**config.mk**
```make
export PLATFORM = sky130hd
export DESIGN_NAME = genome_loader_flat
export DESIGN_NICKNAME = d
export VERILOG_FILES = /design/src/rtl/ga_pkg.sv /design/src/rtl/genome_loader_if.sv /design/src/rtl/settle_timer.sv /design/src/rtl/genome_loader.sv /design/src/flat_wrapper.sv
export SDC_FILE = /design/constraint.sdc
export NUM_CORES = 1
export LEC_CHECK = 0
export CORE_MARGIN = 2
export CORE_UTILIZATION = 45
export DETAILED_ROUTE_END_ITERATION = 10
export GPL_TIMING_DRIVEN = 0
export PLACE_DENSITY = 0.9
export RECOVER_POWER = 100
export SLEW_MARGIN = 20
export SYNTH_ARGS = -nofsm -noshare
export SYNTH_HDL_FRONTEND = slang
export SYNTH_SLANG_ARGS = --single-unit
```
**constraint.sdc**
```tcl
create_clock -name clk -period 3 [get_ports clk]
set_input_delay 0.6 -clock clk [delete_from_list [all_inputs] [get_ports clk]]
set_output_delay 0.6 -clock clk [all_outputs]
set_load 0.05 [all_outputs]
```
**src/rtl/ga_pkg.sv**
```systemverilog
// ---------------------------------------------------------------------------
// ga_pkg
// Shared definitions for the genome loading path and cell array checks.
//   loader_state_t  : genome_loader FSM states.
//   words_per_array : number of S2 port words needed to fill a DIMX x DIMY
//                     cell array (4 config bits per cell).
// ---------------------------------------------------------------------------
package ga_pkg;

    typedef enum logic [2:0] {
        LS_IDLE,
        LS_FETCH,
        LS_WRITE,
        LS_CLEAR,
        LS_SETTLE,
        LS_DONE
    } loader_state_t;

    function automatic int words_per_array(input int dimx, input int dimy, input int port_width);
        return (dimx * dimy * 4) / port_width;
    endfunction

endpackage

```
**src/rtl/genome_loader_if.sv**
```systemverilog
// ---------------------------------------------------------------------------
// genome_loader_if
// Bundles the genome word stream (host side) and the S2 write port
// (cell_array side) driven by genome_loader.
//   in_valid/in_ready/in_data : word stream into the loader.
//   s2_write/s2_address/s2_writedata : write port towards cell_array S2.
// Modports:
//   master : the loader (consumes the stream, drives S2).
//   slave  : the environment (produces the stream, observes S2).
// ---------------------------------------------------------------------------
interface genome_loader_if #(
    parameter int PORT_WIDTH       = 32,
    parameter int S2_ADDRESS_WIDTH = 9
) ();

    logic                        in_valid;
    logic                        in_ready;
    logic [PORT_WIDTH-1:0]       in_data;
    logic                        s2_write;
    logic [S2_ADDRESS_WIDTH-1:0] s2_address;
    logic [PORT_WIDTH-1:0]       s2_writedata;

    modport master (
        input  in_valid,
        input  in_data,
        output in_ready,
        output s2_write,
        output s2_address,
        output s2_writedata
    );

    modport slave (
        output in_valid,
        output in_data,
        input  in_ready,
        input  s2_write,
        input  s2_address,
        input  s2_writedata
    );

endinterface

```
**src/rtl/settle_timer.sv**
```systemverilog
// ---------------------------------------------------------------------------
// settle_timer
// Loadable down-counter with a zero flag. Decrementing stops at zero.
// Ports:
//   clk, rst     : clock, synchronous active-high reset (count -> 0).
//   load_i       : load load_val_i into the counter (wins over dec_i).
//   load_val_i   : value to load.
//   dec_i        : decrement by one when non-zero.
//   zero_o       : counter currently holds zero.
// ---------------------------------------------------------------------------
module settle_timer #(
    parameter int WIDTH = 4
) (
    input  logic             clk,
    input  logic             rst,
    input  logic             load_i,
    input  logic [WIDTH-1:0] load_val_i,
    input  logic             dec_i,
    output logic             zero_o
);

    logic [WIDTH-1:0] count_q, count_d;

    always_comb begin
        count_d = count_q;
        if (load_i) begin
            count_d = load_val_i;
        end else if (dec_i && (count_q != '0)) begin
            count_d = count_q - WIDTH'(1);
        end
    end

    always_ff @(posedge clk) begin
        if (rst) begin
            count_q <= '0;
        end else begin
            count_q <= count_d;
        end
    end

    assign zero_o = (count_q == '0);

endmodule

```
**src/rtl/genome_loader.sv**
```systemverilog
// ---------------------------------------------------------------------------
// genome_loader
// Replays a stream of genome words into cell_array port S2, one write per
// address, each write followed by a clear cycle at the same address so the
// array's latched write_en bit is dropped. After the last word it waits
// SETTLE_CYCLES before raising done.
// Ports:
//   clk, rst      : clock, synchronous active-high reset.
//   start         : pulse, begins a load (only from IDLE or DONE).
//   abort         : pulse, ends the load cleanly (wins over start).
//   bus (master)  : in_valid/in_ready/in_data stream, s2_* write port.
//   busy          : loader in FETCH/WRITE/CLEAR/SETTLE.
//   done          : load finished and settled.
//   words_loaded  : completed write+clear pairs in current/last load.
// All outputs except in_ready are registered.
// ---------------------------------------------------------------------------
module genome_loader
    import ga_pkg::*;
#(
    parameter int DIMX             = 64,
    parameter int DIMY             = 64,
    parameter int PORT_WIDTH       = 32,
    parameter int S2_ADDRESS_WIDTH = 9,
    parameter int SETTLE_CYCLES    = 16
) (
    input  logic                      clk,
    input  logic                      rst,
    input  logic                      start,
    input  logic                      abort,
    genome_loader_if.master           bus,
    output logic                      busy,
    output logic                      done,
    output logic [S2_ADDRESS_WIDTH:0] words_loaded
);

    localparam int WORDS = words_per_array(DIMX, DIMY, PORT_WIDTH);
    localparam logic [S2_ADDRESS_WIDTH-1:0] LAST_ADDR = S2_ADDRESS_WIDTH'(WORDS - 1);

    // The timer is loaded with SETTLE_CYCLES-1 and DONE follows the SETTLE
    // cycle in which it reads zero, giving exactly SETTLE_CYCLES SETTLE cycles.
    localparam int SW = (SETTLE_CYCLES > 1) ? $clog2(SETTLE_CYCLES) : 1;
    localparam logic [SW-1:0] SETTLE_LOAD = (SETTLE_CYCLES > 1) ? SW'(SETTLE_CYCLES - 1) : '0;

    loader_state_t                 state_q, state_d;
    logic [S2_ADDRESS_WIDTH-1:0]   addr_q, addr_d;
    logic [PORT_WIDTH-1:0]         data_q, data_d;
    logic [S2_ADDRESS_WIDTH:0]     wl_q, wl_d;
    logic                          abort_q, abort_d;
    logic                          s2_write_q;
    logic                          busy_q;
    logic                          done_q;
    logic                          timer_load;
    logic                          timer_dec;
    logic                          settle_zero;

    settle_timer #(
        .WIDTH (SW)
    ) u_settle_timer (
        .clk        (clk),
        .rst        (rst),
        .load_i     (timer_load),
        .load_val_i (SETTLE_LOAD),
        .dec_i      (timer_dec),
        .zero_o     (settle_zero)
    );

    always_comb begin
        state_d    = state_q;
        addr_d     = addr_q;
        data_d     = data_q;
        wl_d       = wl_q;
        abort_d    = abort_q;
        timer_load = 1'b0;
        timer_dec  = 1'b0;

        case (state_q)
            LS_IDLE, LS_DONE: begin
                if (start && !abort) begin
                    addr_d  = '0;
                    wl_d    = '0;
                    abort_d = 1'b0;
                    state_d = LS_FETCH;
                end
            end
            LS_FETCH: begin
                if (abort) begin
                    state_d = LS_IDLE;
                end else if (bus.in_valid) begin
                    data_d  = bus.in_data;
                    state_d = LS_WRITE;
                end
            end
            LS_WRITE: begin
                // An abort here is remembered so the clear still happens.
                abort_d = abort;
                state_d = LS_CLEAR;
            end
            LS_CLEAR: begin
                wl_d    = wl_q + (S2_ADDRESS_WIDTH + 1)'(1);
                abort_d = 1'b0;
                if (abort || abort_q) begin
                    state_d = LS_IDLE;
                end else if (addr_q == LAST_ADDR) begin
                    if (SETTLE_CYCLES == 0) begin
                        state_d = LS_DONE;
                    end else begin
                        timer_load = 1'b1;
                        state_d    = LS_SETTLE;
                    end
                end else begin
                    addr_d  = addr_q + S2_ADDRESS_WIDTH'(1);
                    state_d = LS_FETCH;
                end
            end
            LS_SETTLE: begin
                if (abort) begin
                    state_d = LS_IDLE;
                end else if (settle_zero) begin
                    state_d = LS_DONE;
                end else begin
                    timer_dec = 1'b1;
                end
            end
            default: begin
                state_d = LS_IDLE;
            end
        endcase
    end

    always_ff @(posedge clk) begin
        if (rst) begin
            state_q    <= LS_IDLE;
            addr_q     <= '0;
            data_q     <= '0;
            wl_q       <= '0;
            abort_q    <= 1'b0;
            s2_write_q <= 1'b0;
            busy_q     <= 1'b0;
            done_q     <= 1'b0;
        end else begin
            state_q    <= state_d;
            addr_q     <= addr_d;
            data_q     <= data_d;
            wl_q       <= wl_d;
            abort_q    <= abort_d;
            // Status outputs are registered from the next state so they line
            // up with the state they describe.
            s2_write_q <= (state_d == LS_WRITE);
            busy_q     <= (state_d == LS_FETCH) || (state_d == LS_WRITE) ||
                          (state_d == LS_CLEAR) || (state_d == LS_SETTLE);
            done_q     <= (state_d == LS_DONE);
        end
    end

    assign bus.in_ready     = (state_q == LS_FETCH);
    assign bus.s2_write     = s2_write_q;
    assign bus.s2_address   = addr_q;
    assign bus.s2_writedata = data_q;
    assign busy             = busy_q;
    assign done             = done_q;
    assign words_loaded     = wl_q;

endmodule

```
**src/flat_wrapper.sv**
```systemverilog
// flat-port wrapper written by rule: the top's interface ports become plain ports
module genome_loader_flat import ga_pkg::*;
#(
    parameter int DIMX             = 64,
    parameter int DIMY             = 64,
    parameter int PORT_WIDTH       = 32,
    parameter int S2_ADDRESS_WIDTH = 9,
    parameter int SETTLE_CYCLES    = 16
)
  (clk, rst, start, abort, busy, done, words_loaded, bus_in_valid, bus_in_data, bus_in_ready, bus_s2_write, bus_s2_address, bus_s2_writedata);
  genome_loader_if #(.PORT_WIDTH(PORT_WIDTH), .S2_ADDRESS_WIDTH(S2_ADDRESS_WIDTH)) bus_i ();
  input  logic clk;
  input  logic rst;
  input  logic start;
  input  logic abort;
  output logic busy;
  output logic done;
  output logic [S2_ADDRESS_WIDTH:0] words_loaded;
  input wire logic [$bits(bus_i.in_valid)-1:0] bus_in_valid;
  input wire logic [$bits(bus_i.in_data)-1:0] bus_in_data;
  output wire logic [$bits(bus_i.in_ready)-1:0] bus_in_ready;
  output wire logic [$bits(bus_i.s2_write)-1:0] bus_s2_write;
  output wire logic [$bits(bus_i.s2_address)-1:0] bus_s2_address;
  output wire logic [$bits(bus_i.s2_writedata)-1:0] bus_s2_writedata;
  assign bus_i.in_valid = bus_in_valid;
  assign bus_i.in_data = bus_in_data;
  assign bus_in_ready = bus_i.in_ready;
  assign bus_s2_write = bus_i.s2_write;
  assign bus_s2_address = bus_i.s2_address;
  assign bus_s2_writedata = bus_i.s2_writedata;
  genome_loader #(.DIMX(DIMX), .DIMY(DIMY), .PORT_WIDTH(PORT_WIDTH), .S2_ADDRESS_WIDTH(S2_ADDRESS_WIDTH), .SETTLE_CYCLES(SETTLE_CYCLES)) u_core (.clk(clk), .rst(rst), .start(start), .abort(abort), .bus(bus_i), .busy(busy), .done(done), .words_loaded(words_loaded));
endmodule
```
==> results.ini, run 1 <==
[cells_and_area]
fillers = 484
synthToLayoutAreaGrowth_pct = 42.9
finalNonFillerCells = 494
layout.area.seq_um2 = 1240
utilization_pct = 67.1
nNetsFinal = 459
multi_input_comb_area_um2 = 1220
n_antenna_cell = 0
drive_above_1_share_pct = 5.21

[drt]
antenna_left = 0
drt-total-wl_mm = 6.55
wl_per_cell_um = 13.3
first_pass_iters = 4
num_vias = 2546
vias_per_cell = 5.15
drc = 0
drt_iter0_markers = 68

[power]
leakage_nw = 1.46
p_comb_share_pct = 9.9
ir_worst_vdd_v = 0.000246
p_sw_w = 0.000395
cellPowerDensity_nw_per_um2 = 426
power_w = 0.00158
p_sw_share_pct = 24.9
p_int_w = 0.00119
clockPowerShare_pct = 37.2
power_frac_seq_pct = 52.9

[clocking]
postCtsSetupRepairBufs = 0
cts_tree = done
hold_buffers = 0
clk_latency_ns = 0.33
cts.clk_slew.worst_paths_ns = 0.06
clock-root-buffer = clkbuf_8
htreeDepth = 3
cts-buffers-inserted = 9
clock_sinks = 62
cts_resized = 0
clk_path_buf_depth = 2

[critical_path]
crit_path_start = u_core.state_q[0]
cp_max_fo = 10
cp-start-kind = flop
max_stage_delay_ns = 0.91
slowest_stage = dlygate4sd3_1
cp_data_required_time_ns = 2.40
rr_startpoint = u_core.bus.s2_address[0]
end_kind = output pin
crit_type = reg -> out
reg2reg_slack_ns = 0.39
cp_cell_sequence = buf_2 -> inv_1 -> nor3_1 -> dlygate4sd3_1
arrival_ns = 2.16

[synth]
netlist_area_um2 = 2600
synth-edff-count = 0
post_synth.cell_area_avg_um2 = 8.20
synth_flop_cell = dfxtp_1
ys_top_cells_by_area = dfxtp_1 48%, nand2_1 11%, a21oi_1 8.5%
yosys_warnings = 0
yosysTopAreaCellShare_pct = 47.7
yosys_register_bits = 62
yosysTopAreaCell = dfxtp_1
synthArstFlopShare_pct = 0
seq_area_frac_synth_pct = 47.7
syn_nets = 358
ys_types = 45
netlist_instances = 317

[placed_design]
dp.cells = 479
port_buffers = 90
place_congestion = 0.822
hpwl_mm = 4.81

[sta]
rsz0062_at_grt = no
period_share_pct = 92.0
drv_slew = 0
maxSlewHeadroom_pct = 47.4
finalSetupTns_ns = 0
setup_viol = 0
max_freq_ghz = 0.362
hold_violations = 0
clock_skew_ns = 0.0116
timing.final.crit_period_ns = 2.76
worst_slew_pin_slew_ns = 0.783

[global_routing]
grt_pass1_vias = 2355
grt_usage_pct = 21.4
grt_pass1_wl_mm = 10.7
grt_overflow = 0
antenna_found_initial = 0
grt_max_degree = 11

[floorplanning]
core-area_um2 = 5540
ioPinCount = 92
fp.dieW_um = 80.0
num_rows = 27
die_height_um = 80.0
die-area_um2 = 6400
initial_core_util_pct = 46.9

[status]
status = finished, final reports clean

[run]
timing.max_cap.violations = 0

[hold_path]
min-delay-start = u_core.bus.s2_writedata[2]
hold_path_class = reg -> reg

-- cell families (layout without fill, tap and decap cells) --
logic type / Yosys count / after routing / synth area share [%]
AND/OR/NAND/NOR: 152 / 152 / 28.0
flip-flops: 62 / 62 / 47.7
AO/OA/AOI/OAI: 61 / 61 / 14.2
buffers and inverters: 26 / 131 / 3.99
XOR/XNOR: 11 / 11 / 3.71
adder cells (fa/ha/maj): 4 / 4 / 1.93
multiplexers: 1 / 1 / 0.433
-- placed cells by master (no fill, tap or decap), drive strengths merged, types with 4 or more instances in the layout --
| cell type | count |
|---|---|
| inv | 9 |
| nand3 | 8 |
| a21oi | 44 |
| clkinv | 4 |
| ha | 4 |
| dfxtp | 62 |
| buf | 4 |
| nand2 | 78 |
| a311oi | 4 |
| nor4 | 4 |
| nor3 | 5 |
| dlygate4sd3 | 56 |
| clkdlybuf4s50 | 34 |
| nand2b | 4 |
| clkbuf | 23 |
| nor2 | 31 |
| xnor2 | 7 |
| xor2 | 4 |
-- worst paths after layout --
check | to | cells past startpoint
setup / recovery | bus_in_ready | 4
hold / removal | u_core.bus.s2_writedata[2] | 2
setup reg to reg | u_core.bus.s2_address[7] | 9
hold reg to reg | u_core.bus.s2_writedata[2] | 2
-- through the flow --
stage                     setup slack [ns]  hold WS, ns  area, µm²
after floorplan                      0.428        0.481       2600
after global placement               0.405        0.441       3590
after detailed placement             0.334        0.448       3590
after CTS                            0.300        0.456       3750
after global routing                 0.156        0.475       3720
final                                0.239        0.449       3720
-- flip-flops by register name (all words and copies together) (netlist names) --
name	count
u_core.state_q	3
u_core.words_loaded	10
u_core.u_settle_timer.count_q	4
u_core.done	1
u_core.abort_q	1
u_core.bus.s2_address	9
u_core.bus.s2_write	1
u_core.bus.s2_writedata	32
u_core.busy	1
-- final cells by class --
| type | instances | share of cell area, % |
|---|---|---|
| timing repair buffer | 90 | 24.2 |
| sequential | 62 | 33.4 |
| multi-input combinational | 229 | 33.0 |
| inverter | 9 | 0.909 |
| tap | 72 | 2.42 |
| buffer | 17 | 1.89 |
| clock inverter | 5 | 0.741 |
| clock buffer | 10 | 3.43 |
-- metal layers --
metal  global-route usage [%]  share of wire (%)  vias up
met1                     25.7                 43     1167
met2                     35.7                 50       88
met5                        0                  0        -
li1                         -                  -     1283
met4                     10.8                1.7        0
met3                     4.86                5.6        8
-- critical path, delay by kind of cell, from the launching register on --
| family | cells | cell delay (ns) |
|---|---|---|
| buf+inv | 3 | 1.24 |
| flops | 1 | 0.36 |
| simple gates | 1 | 0.24 |
-- power by group through the flow --
stage / sequential (W) / clock, W / combinational [W]
after detailed placement: 0.000857 / 0 / 0.000160
final: 0.000838 / 0.000590 / 0.000157
after CTS: 0.000838 / 0.000603 / 0.000161
after global routing: 0.000838 / 0.000644 / 0.000168
after global placement: 0.000856 / 0 / 0.000158
after floorplan: 0.000886 / 0 / 0.0000501
-- synth_stat cells, types with 2 or more instances --
master and count:
nand3_1 8, and2_1 2, clkbuf_1 13, nand3b_1 2
a311oi_1 4, o21ai_0 2, nand4b_1 2, ha_1 4
xnor2_1 7, nand2b_1 3, and3_1 3, inv_1 9
nand2_1 78, xor2_1 4, nand4_1 2, buf_2 2
a31oi_1 2, nor3_1 5, nor4_1 3, dfxtp_1 62
a21oi_1 44, nor2_1 31, a22oi_1 3
No activity file was read; power rests on OpenSTA's default activity.
==> inputs of run 2 (changes only) <==
--- a/config.mk
+++ b/config.mk
@@ -7,6 +7,7 @@
 export LEC_CHECK = 0
 export CORE_MARGIN = 2
 export CORE_UTILIZATION = 45
+export CTS_CLUSTER_DIAMETER = 120
 export DETAILED_ROUTE_END_ITERATION = 10
 export GPL_TIMING_DRIVEN = 0
 export PLACE_DENSITY = 0.9
==> results of run 2 <==
Same layout as run 1: the final DEF is identical, and so are final timing and power.
==> patch, RTL diff (settings of run 1) <==
Make the reset (`rst`) asynchronous in 2 clocked blocks. Comments in the files are not updated.
--- a/src/rtl/settle_timer.sv
+++ b/src/rtl/settle_timer.sv
@@ -30,7 +30,7 @@
         end
     end
 
-    always_ff @(posedge clk) begin
+    always_ff @(posedge clk or posedge rst) begin
         if (rst) begin
             count_q <= '0;
         end else begin
--- a/src/rtl/genome_loader.sv
+++ b/src/rtl/genome_loader.sv
@@ -127,7 +127,7 @@
         endcase
     end
 
-    always_ff @(posedge clk) begin
+    always_ff @(posedge clk or posedge rst) begin
         if (rst) begin
             state_q    <= LS_IDLE;
             addr_q     <= '0;
Function: differs if rst is asserted again (counterexample within 4 cycles, from zero or initial values and one cycle with rst high); with rst held inactive, the same outputs for 10 cycles.
==> patch against run 1 <==
Final area increased by 6.7%. Routed wire length shrank 3.4%. Core utilization down 0.10 points. Sequential cell count stayed put. Setup slack gained 0.081 ns. Largest cell class unchanged. Synthesized area grew 6.0%. Synthesized cell count fell by 27%.
Power is not compared: it rests on default switching activity, and its combinational part moved more than twofold at a synthesized area within 25%.
==> patch: results (changes against run 1) <==
Plain + repair buffers - 102 (-4.7%)
Avg Vias per Cell - 5.27 (+2.3%)
DP Worst Slack - 0.685 ns (+0.351 ns)
Async S/R FF share, synth - 1.00 (+1.00)
Largest net degree at the start of global routing - 59 (+48)
Actual slew at the worst max-slew pin - 1.38 ns (+0.596 ns)
Post-synthesis xor/xnor area fraction - 0.0159 (-0.0212)
Final Wtd Congestion - 0.757 (-7.9%)
Post-synthesis sequential area ratio - 0.563 (+0.0855)
Signal buf overhead - 0.243 (-0.0183)
Gr usage total - 0.195 (-0.0185)
Share of cells above drive strength 1 - 0.172 (+0.119)
Post-DP Area - 3780 sq um (+5.3%)
DRT iter0 DRCs - 101 (+49%)
Final HPWL DP - 4.66 mm (-3.0%)
Syn Inst Count - 231 (-27%)
Status - finished clean
Sequential cells - 62 (unchanged)
Hold path depth - 1 (-1)
Tap Cells - 75 (+4.2%)
Seq/total area - 0.391 (+0.0573)
Main synth FF type - dfrtp_1
CP arrival - 2.08 ns (-0.08 ns)
Fill cell count - 441 (-8.9%)
Global-route wire length before repair - 9.86 mm (-7.8%)
R2r startpoint - u_core.bus.s2_address[2]$_DFFE_PP0P_
Comb_multi_in - 151 (-34%)
Critical R2R Capture - u_core.busy$_DFF_PP0_
Non-clk invs - 7 (-2)
Clk tree area frac - 0.0562 (+0.0144)
HP Start - u_core.words_loaded[9]$_DFFE_PP0P_
FF-to-FF path depth - 8 (-1)
Largest cells by area after synthesis - dfrtp_1 56%, mux2_2 13%, nand3_1 2.9%
Post-route clock period utilization - 0.893 (-0.0270)
Synth Area in Compound Gates - 0.0713 (-0.0707)
Area of the multi-input gates - 1110 sq um (-9.7%)
Final Non-Filler Cells - 413 (-16%)
Nets@finish - 374 (-19%)
Post-Syn Nets - 272 (-24%)
[patch: cell types whose count changed in the layout (fill, tap and decap cells not counted), moves of 7 or more]
| cell | change |
|---|---|
| mux2_2 | +32 |
| nand3_1 | +8 |
| dfrtp_1 | +62 |
| a21oi_1 | -41 |
| nor2_1 | -22 |
| nand2_1 | -58 |
| o211ai_1 | +7 |
| dfxtp_1 | -62 |
[patch: critical path, cell delays in order (launching register included)]
cell           delay [ns]
dfrtp_1              0.39
clkbuf_1             0.21
nor3_1               0.23
dlygate4sd3_1        0.91
[patch: routing by layer]
layer / up-vias / wire (microns) / track usage
met5: - / 0 / 0
met4: 0 / 123 / 0.0833
met3: 15 / 465 / 0.0533
met2: 85 / 3140 / 0.325
met1: 1039 / 2600 / 0.238
li1: 1038 / - / -
[patch: cells by family after synthesis]
logic type | count (synthesis)
simple gates | 78
flops | 62
mux | 35
compound gates | 29
buf+inv | 18
xor+xnor | 5
fa+ha+maj | 4
